### src/rtl/freq_meas_ctrl_pkg.sv
// Shared definitions for the frequency measurement controller and its divider.
// Holds the FSM encoding, divider widths and the cause codes behind O_err.
package freq_meas_ctrl_pkg;

   localparam int DIV_DVD_W = 64;
   localparam int DIV_DVS_W = 32;
   localparam int DIV_ITER  = 64;

   typedef enum logic [3:0] {
      ST_IDLE,
      ST_SNAP,
      ST_START,
      ST_WAIT_LO,
      ST_WAIT_HI,
      ST_SETTLE,
      ST_CALC,
      ST_DIV,
      ST_POST
   } state_t;

   typedef enum logic [1:0] {
      ERR_NONE,
      ERR_DF0_ZERO,
      ERR_TIMEOUT,
      ERR_SAT
   } err_t;

endpackage

### src/rtl/freq_meas_ctrl_seq_div_u64.sv
// Restoring divider, 64-bit dividend / 32-bit divisor, one quotient bit per cycle.
// Start is taken only while idle; done pulses one cycle after the 64th iteration.
module seq_div_u64
   import freq_meas_ctrl_pkg::*;
(
   input  logic                 clk,
   input  logic                 rst_n,
   input  logic                 start,
   input  logic [DIV_DVD_W-1:0] dividend,
   input  logic [DIV_DVS_W-1:0] divisor,
   output logic                 busy,
   output logic                 done,
   output logic [DIV_DVD_W-1:0] quotient
);

   logic [DIV_DVS_W-1:0] r_rem;
   logic [DIV_DVS_W-1:0] r_dvs;
   logic [DIV_DVD_W-1:0] r_qd;
   logic [6:0]           r_cnt;
   logic                 r_busy;
   logic                 r_done;

   logic [DIV_DVS_W:0]   w_trial;
   logic [DIV_DVS_W-1:0] w_diff;
   logic                 w_ge;

   // Remainder stays below the divisor, so the trial fits 33 bits and the
   // difference, when taken, always fits back into 32.
   assign w_trial = {r_rem, r_qd[DIV_DVD_W-1]};
   assign w_ge    = (w_trial >= {1'b0, r_dvs});
   assign w_diff  = w_trial[DIV_DVS_W-1:0] - r_dvs;

   always_ff @(posedge clk or negedge rst_n) begin
      if (!rst_n) begin
         r_rem  <= '0;
         r_dvs  <= '0;
         r_qd   <= '0;
         r_cnt  <= '0;
         r_busy <= 1'b0;
         r_done <= 1'b0;
      end else begin
         r_done <= 1'b0;
         if (start && !r_busy) begin
            r_qd   <= dividend;
            r_dvs  <= divisor;
            r_rem  <= '0;
            r_cnt  <= 7'(DIV_ITER);
            r_busy <= 1'b1;
         end else if (r_busy) begin
            r_rem <= w_ge ? w_diff : w_trial[DIV_DVS_W-1:0];
            r_qd  <= {r_qd[DIV_DVD_W-2:0], w_ge};
            r_cnt <= r_cnt - 7'd1;
            if (r_cnt == 7'd1) begin
               r_busy <= 1'b0;
               r_done <= 1'b1;
            end
         end
      end
   end

   assign busy     = r_busy;
   assign done     = r_done;
   assign quotient = r_qd;

endmodule

### src/rtl/freq_meas_ctrl.sv
// Sys-domain initiator for the gated counter: start, await done, delta counts, convert to Hz.
// O_valid pulses SETTLE_CYC+68 cycles after done_s is seen high; no backpressure, results just overwrite.
module freq_meas_ctrl
   import freq_meas_ctrl_pkg::*;
#(
   parameter int unsigned REF_HZ      = 50_000_000,
   parameter int unsigned START_W     = 4,
   parameter int unsigned SETTLE_CYC  = 8,
   parameter int unsigned TIMEOUT_CYC = 100_000_000
) (
   input  logic        I_sys_clk,
   input  logic        I_rst_n,
   input  logic        I_single,
   input  logic        I_cont,
   output logic        O_meas_start,
   input  logic        I_meas_done,
   input  logic [31:0] I_f0_cnt,
   input  logic [31:0] I_fx_cnt,
   output logic [31:0] O_freq_hz,
   output logic        O_valid,
   output logic        O_err,
   output logic        O_busy
);

   state_t               r_state;
   logic                 r_done_s1;
   logic                 r_done_s2;
   logic                 r_single_d;
   logic [31:0]          r_cnt;
   logic [31:0]          r_tmo;
   logic [31:0]          r_prev_f0;
   logic [31:0]          r_prev_fx;
   logic [DIV_DVD_W-1:0] r_num;
   logic [DIV_DVS_W-1:0] r_den;
   logic                 r_div_start;
   logic                 r_meas_start;
   logic                 r_busy;
   logic                 r_valid;
   logic [31:0]          r_freq;
   err_t                 r_cause;

   logic [31:0]          w_df0;
   logic [31:0]          w_dfx;
   logic [DIV_DVD_W-1:0] w_num;
   logic                 w_single_rise;
   logic                 w_tmo_hit;
   logic                 w_div_busy;
   logic                 w_div_done;
   logic [DIV_DVD_W-1:0] w_div_q;

   // Accumulators are free-running; modular subtraction handles wrap.
   assign w_df0         = I_f0_cnt - r_prev_f0;
   assign w_dfx         = I_fx_cnt - r_prev_fx;
   assign w_num         = 64'(REF_HZ) * {32'd0, w_dfx} + {33'd0, w_df0[31:1]};
   assign w_single_rise = I_single & ~r_single_d;
   assign w_tmo_hit     = (TIMEOUT_CYC != 0) && (r_tmo == 32'(TIMEOUT_CYC - 1));

   seq_div_u64 u_div (
      .clk      (I_sys_clk),
      .rst_n    (I_rst_n),
      .start    (r_div_start),
      .dividend (r_num),
      .divisor  (r_den),
      .busy     (w_div_busy),
      .done     (w_div_done),
      .quotient (w_div_q)
   );

   always_ff @(posedge I_sys_clk or negedge I_rst_n) begin
      if (!I_rst_n) begin
         r_state      <= ST_IDLE;
         r_done_s1    <= 1'b0;
         r_done_s2    <= 1'b0;
         r_single_d   <= 1'b0;
         r_cnt        <= '0;
         r_tmo        <= '0;
         r_prev_f0    <= '0;
         r_prev_fx    <= '0;
         r_num        <= '0;
         r_den        <= '0;
         r_div_start  <= 1'b0;
         r_meas_start <= 1'b0;
         r_busy       <= 1'b0;
         r_valid      <= 1'b0;
         r_freq       <= '0;
         r_cause      <= ERR_NONE;
      end else begin
         r_done_s1  <= I_meas_done;
         r_done_s2  <= r_done_s1;
         r_single_d <= I_single;
         r_valid    <= 1'b0;
         case (r_state)
            ST_IDLE: begin
               if (w_single_rise || I_cont) begin
                  r_busy  <= 1'b1;
                  r_state <= ST_SNAP;
               end
            end
            ST_SNAP: begin
               r_prev_f0    <= I_f0_cnt;
               r_prev_fx    <= I_fx_cnt;
               r_tmo        <= '0;
               r_cnt        <= 32'(START_W - 1);
               r_meas_start <= 1'b1;
               r_state      <= ST_START;
            end
            ST_START: begin
               r_tmo <= r_tmo + 32'd1;
               if (w_tmo_hit) begin
                  r_meas_start <= 1'b0;
                  r_freq       <= '0;
                  r_cause      <= ERR_TIMEOUT;
                  r_valid      <= 1'b1;
                  r_state      <= ST_POST;
               end else if (r_cnt == 32'd0) begin
                  r_meas_start <= 1'b0;
                  r_state      <= ST_WAIT_LO;
               end else begin
                  r_cnt <= r_cnt - 32'd1;
               end
            end
            // A done left high by the previous run must clear before we look for completion.
            ST_WAIT_LO: begin
               r_tmo <= r_tmo + 32'd1;
               if (w_tmo_hit) begin
                  r_freq  <= '0;
                  r_cause <= ERR_TIMEOUT;
                  r_valid <= 1'b1;
                  r_state <= ST_POST;
               end else if (!r_done_s2) begin
                  r_state <= ST_WAIT_HI;
               end
            end
            ST_WAIT_HI: begin
               r_tmo <= r_tmo + 32'd1;
               if (r_done_s2) begin
                  r_cnt   <= 32'(SETTLE_CYC - 1);
                  r_state <= ST_SETTLE;
               end else if (w_tmo_hit) begin
                  r_freq  <= '0;
                  r_cause <= ERR_TIMEOUT;
                  r_valid <= 1'b1;
                  r_state <= ST_POST;
               end
            end
            ST_SETTLE: begin
               if (r_cnt == 32'd0) r_state <= ST_CALC;
               else                r_cnt   <= r_cnt - 32'd1;
            end
            ST_CALC: begin
               if (w_df0 == 32'd0) begin
                  r_freq  <= '0;
                  r_cause <= ERR_DF0_ZERO;
                  r_valid <= 1'b1;
                  r_state <= ST_POST;
               end else begin
                  r_num       <= w_num;
                  r_den       <= w_df0;
                  r_div_start <= 1'b1;
                  r_state     <= ST_DIV;
               end
            end
            ST_DIV: begin
               if (w_div_busy) r_div_start <= 1'b0;
               if (w_div_done) begin
                  if (|w_div_q[63:32]) begin
                     r_freq  <= 32'hFFFF_FFFF;
                     r_cause <= ERR_SAT;
                  end else begin
                     r_freq  <= w_div_q[31:0];
                     r_cause <= ERR_NONE;
                  end
                  r_valid <= 1'b1;
                  r_state <= ST_POST;
               end
            end
            ST_POST: begin
               if (I_cont) begin
                  r_state <= ST_SNAP;
               end else begin
                  r_busy  <= 1'b0;
                  r_state <= ST_IDLE;
               end
            end
            default: begin
               r_busy  <= 1'b0;
               r_state <= ST_IDLE;
            end
         endcase
      end
   end

   assign O_meas_start = r_meas_start;
   assign O_freq_hz    = r_freq;
   assign O_valid      = r_valid;
   assign O_err        = (r_cause != ERR_NONE);
   assign O_busy       = r_busy;

endmodule

### config.mk
export PLATFORM = sky130hd
export DESIGN_NAME = freq_meas_ctrl
export DESIGN_NICKNAME = d
export VERILOG_FILES = /design/src/rtl/freq_meas_ctrl_pkg.sv /design/src/rtl/freq_meas_ctrl_seq_div_u64.sv /design/src/rtl/freq_meas_ctrl.sv
export SDC_FILE = /design/constraint.sdc
export NUM_CORES = 2
export LEC_CHECK = 0
export CORE_ASPECT_RATIO = 1.2
export CORE_UTILIZATION = 60
export DETAILED_ROUTE_END_ITERATION = 10
export PLACE_DENSITY = 0.74
export REMOVE_ABC_BUFFERS = 1
export SLEW_MARGIN = 20
export SYNTH_ARGS = -nofsm -noshare
export SYNTH_HDL_FRONTEND = slang
export SYNTH_SLANG_ARGS = --single-unit
### constraint.sdc
create_clock -name I_sys_clk -period 13.46 [get_ports I_sys_clk]
set_input_delay 3.365 -clock I_sys_clk [delete_from_list [all_inputs] [get_ports I_sys_clk]]
set_output_delay 3.365 -clock I_sys_clk [all_outputs]
set_load 0.02 [all_outputs]
==> flow_summary.json <==
{
  "grt_max_degree": 174,
  "chipHeight_um": 267,
  "avgViaCountPerCell": 5.76,
  "clock_latency_ps": 580,
  "layoutNonFillerInstCount": 4698,
  "port-buffer-count": 104,
  "post_synth.cell_area_avg_um2": 9.15,
  "startpoint_type": "input port",
  "design.portCount": 105,
  "clock_tree.buffer_depth": 3,
  "finish.net_count": 4582,
  "cts.clk_slew.worst_paths_ps": 60,
  "timing.hold.worst.start": "r_done_s1",
  "post-cts-setup-buffers": 0,
  "synth_area_leader_cell": "dfrtp_1",
  "first_iter_violations": 1721,
  "min_delay_worst_endpoint": "r_done_s2",
  "max_slew_margin_vs_limit": 0.305,
  "worst-endpoint-required_ps": 13870,
  "fraction_of_synthesized_cell_area_taken_by_the_top_area_cell_type": 0.281,
  "grtUsageTotal": 0.287,
  "dr_pass1_iterations": 6,
  "hold_path_depth": 0,
  "numCtsBuffers": 43,
  "die_area_um2": 59400,
  "crit_path_top_delay_cell": "fa_1",
  "globalRoute.totalOverflow": 0,
  "yosys.cell_types.count": 84,
  "rsz_0062_raised_after_global_routing": "no",
  "die_x_um": 223,
  "r2r.worst_path.cells": 39,
  "reg2reg_setup_slack_ps": 3580,
  "post-route-drc-count": 0,
  "synth.yosys.seq_area_share": 0.281,
  "largest_reg_flops": 64,
  "top_post_synthesis_cells_by_area": "dfrtp_1, fa_1, ha_1, inv_1, o21ai_0",
  "initial_antenna_violation_count": 0,
  "max_cap_violations": 0,
  "netlist_area_um2": 35100,
  "post_cts_sizing": 0,
  "cts_root_buffer": "clkbuf_16",
  "core_area_um2": 57400,
  "worstSetupPathType": "input port to flip-flop",
  "crit_path_end_kind": "flip-flop",
  "layout_min_cycle_time_ps": 12810,
  "crit_start": "I_fx_cnt[0]",
  "initial_core_util": 0.611,
  "finalSetupViolCount": 0,
  "worstHoldPathType": "flip-flop to flip-flop",
  "finalCritPeriodShare": 0.952,
  "layout-drive-gt1-share": 0.0656,
  "final_common_cell": "inv_1",
  "gp_routability_congestion": 0.991,
  "clock-skew-final_ps": 30.0,
  "max_clk_rate_mhz": 78.1,
  "placedCellCount": 4619,
  "synth_enable_flop_cells": 0,
  "timing.critical_path.slowest_cell_delay_ps": 550,
  "sinks_on_the_clock_net": 394,
  "ys_warn_count": 0,
  "ys_seq_elements": 394,
  "layout.cells.most_common_list": "inv_1, nand2_1, dfrtp_1",
  "h-tree-depth": 2,
  "wire_per_inst_um": 17.7,
  "worstReg2RegStart": "r_prev_fx[0]",
  "dp_wirelength_um": 65300,
  "worstMarginPinSlew_ps": 1040,
  "residual_antenna_violating_net_count_after_detailed_routing": 0,
  "ys_dominant_reg_cell": "dfrtp_1",
  "syn_to_final_growth_pct": 10.5,
  "timing.final.max_slew_violations": 0,
  "critical_path_peak_fanout": 9,
  "tritoncts": "built",
  "cp.arrival_ps": 13220,
  "grt_pass1_wl_um": 137000,
  "synthCells": 3833,
  "dr_total_vias": 27100,
  "first_global_vias": 27200,
  "placed_area_um2": 37100,
  "ant_diodes": 0,
  "finalWirelength_um": 83300,
  "hold_viol_final": 0,
  "share_of_synthesized_flip_flops_with_an_asynchronous_set_or_reset": 1.00,
  "std_cell_rows": 96,
  "postCtsHoldBufs": 0,
  "worstReg2RegEnd": "r_num[51]",
  "outcome": "completed",
  "finish.instance_area_um2": 38700
}
[cell usage after synthesis (all sizes together), types with 16 or more instances]
| cell type | number |
|---|---|
| nor4 | 29 |
| ha | 308 |
| a21oi | 187 |
| o31ai | 16 |
| xor2 | 98 |
| a21o | 60 |
| o211ai | 20 |
| nand4 | 38 |
| nor2 | 189 |
| dfrtp | 394 |
| buf | 27 |
| and3 | 22 |
| mux2i | 69 |
| fa | 276 |
| clkbuf | 103 |
| o21ai | 339 |
| a211oi | 21 |
| a2bb2oi | 34 |
| nand3 | 59 |
| nor3 | 53 |
| o21bai | 20 |
| o21a | 24 |
| a31oi | 30 |
| mux2 | 35 |
| nand2 | 420 |
| inv | 549 |
| or3 | 23 |
| nor2b | 24 |
| nand2b | 23 |
| and2 | 21 |
| a22o | 18 |
| xnor2 | 144 |
[worst max-delay path, delay by kind of cell]
kind | cells | cell delay (ps)
multiplexers | 1 | 240
XOR/XNOR | 1 | 130
AO/OA/AOI/OAI | 15 | 2860
adder cells (fa/ha/maj) | 9 | 3870
AND/OR/NAND/NOR | 7 | 1830
buffers and inverters | 8 | 920
[per-stage QoR]
stage               hold WS [ps]  worst slack, ps   util  TNS (ps)
global route                 364             26.0  0.675         0
floorplan                    331              891      -         0
global placement             346              143  0.647         0
detailed placement           353            -88.3  0.647      -196
finish                       360              650  0.675         0
CTS                          366              503  0.674         0
[cell type report]
cell class,count,area [um^2]
Inverter,551,2070
Fill cell,4684,18700
Sequential cell,394,9870
Timing Repair Buffer,181,1640
Clock buffer,55,1190
Multi-Input combinational cell,2758,22700
Clock inverter,24,383
Tap cell,735,920
[kinds of logic (layout without fill, tap and decap cells)]
logic type,after synthesis,count (layout),share of synthesized area
buf+inv,681,811,0.0741
compound gates,856,856,0.156
fa+ha+maj,586,586,0.268
mux,104,104,0.0309
simple gates,970,970,0.129
flops,394,394,0.281
xor+xnor,242,242,0.0605
[layer usage]
layer | GRT usage | vias to the layer above | part of all wire
met1 | 0.351 | 13200 | 0.41
met3 | 0.0265 | 203 | 0.033
met2 | 0.509 | 589 | 0.50
li1 | - | 13100 | -
met4 | 0.139 | 0 | 0.051
met5 | 0 | - | 0
[worst max-delay path by stage]
stage	end	slack (ps)
after floorplan	r_num[52]	890
after global placement	r_num[56]	140
after detailed placement	r_num[51]	-90
after CTS	r_num[51]	500
after global routing	r_num[51]	30
final	r_num[51]	650
Power is not shown: default switching activity piles up to over one toggle a cycle in this logic, so the estimate is an artifact.
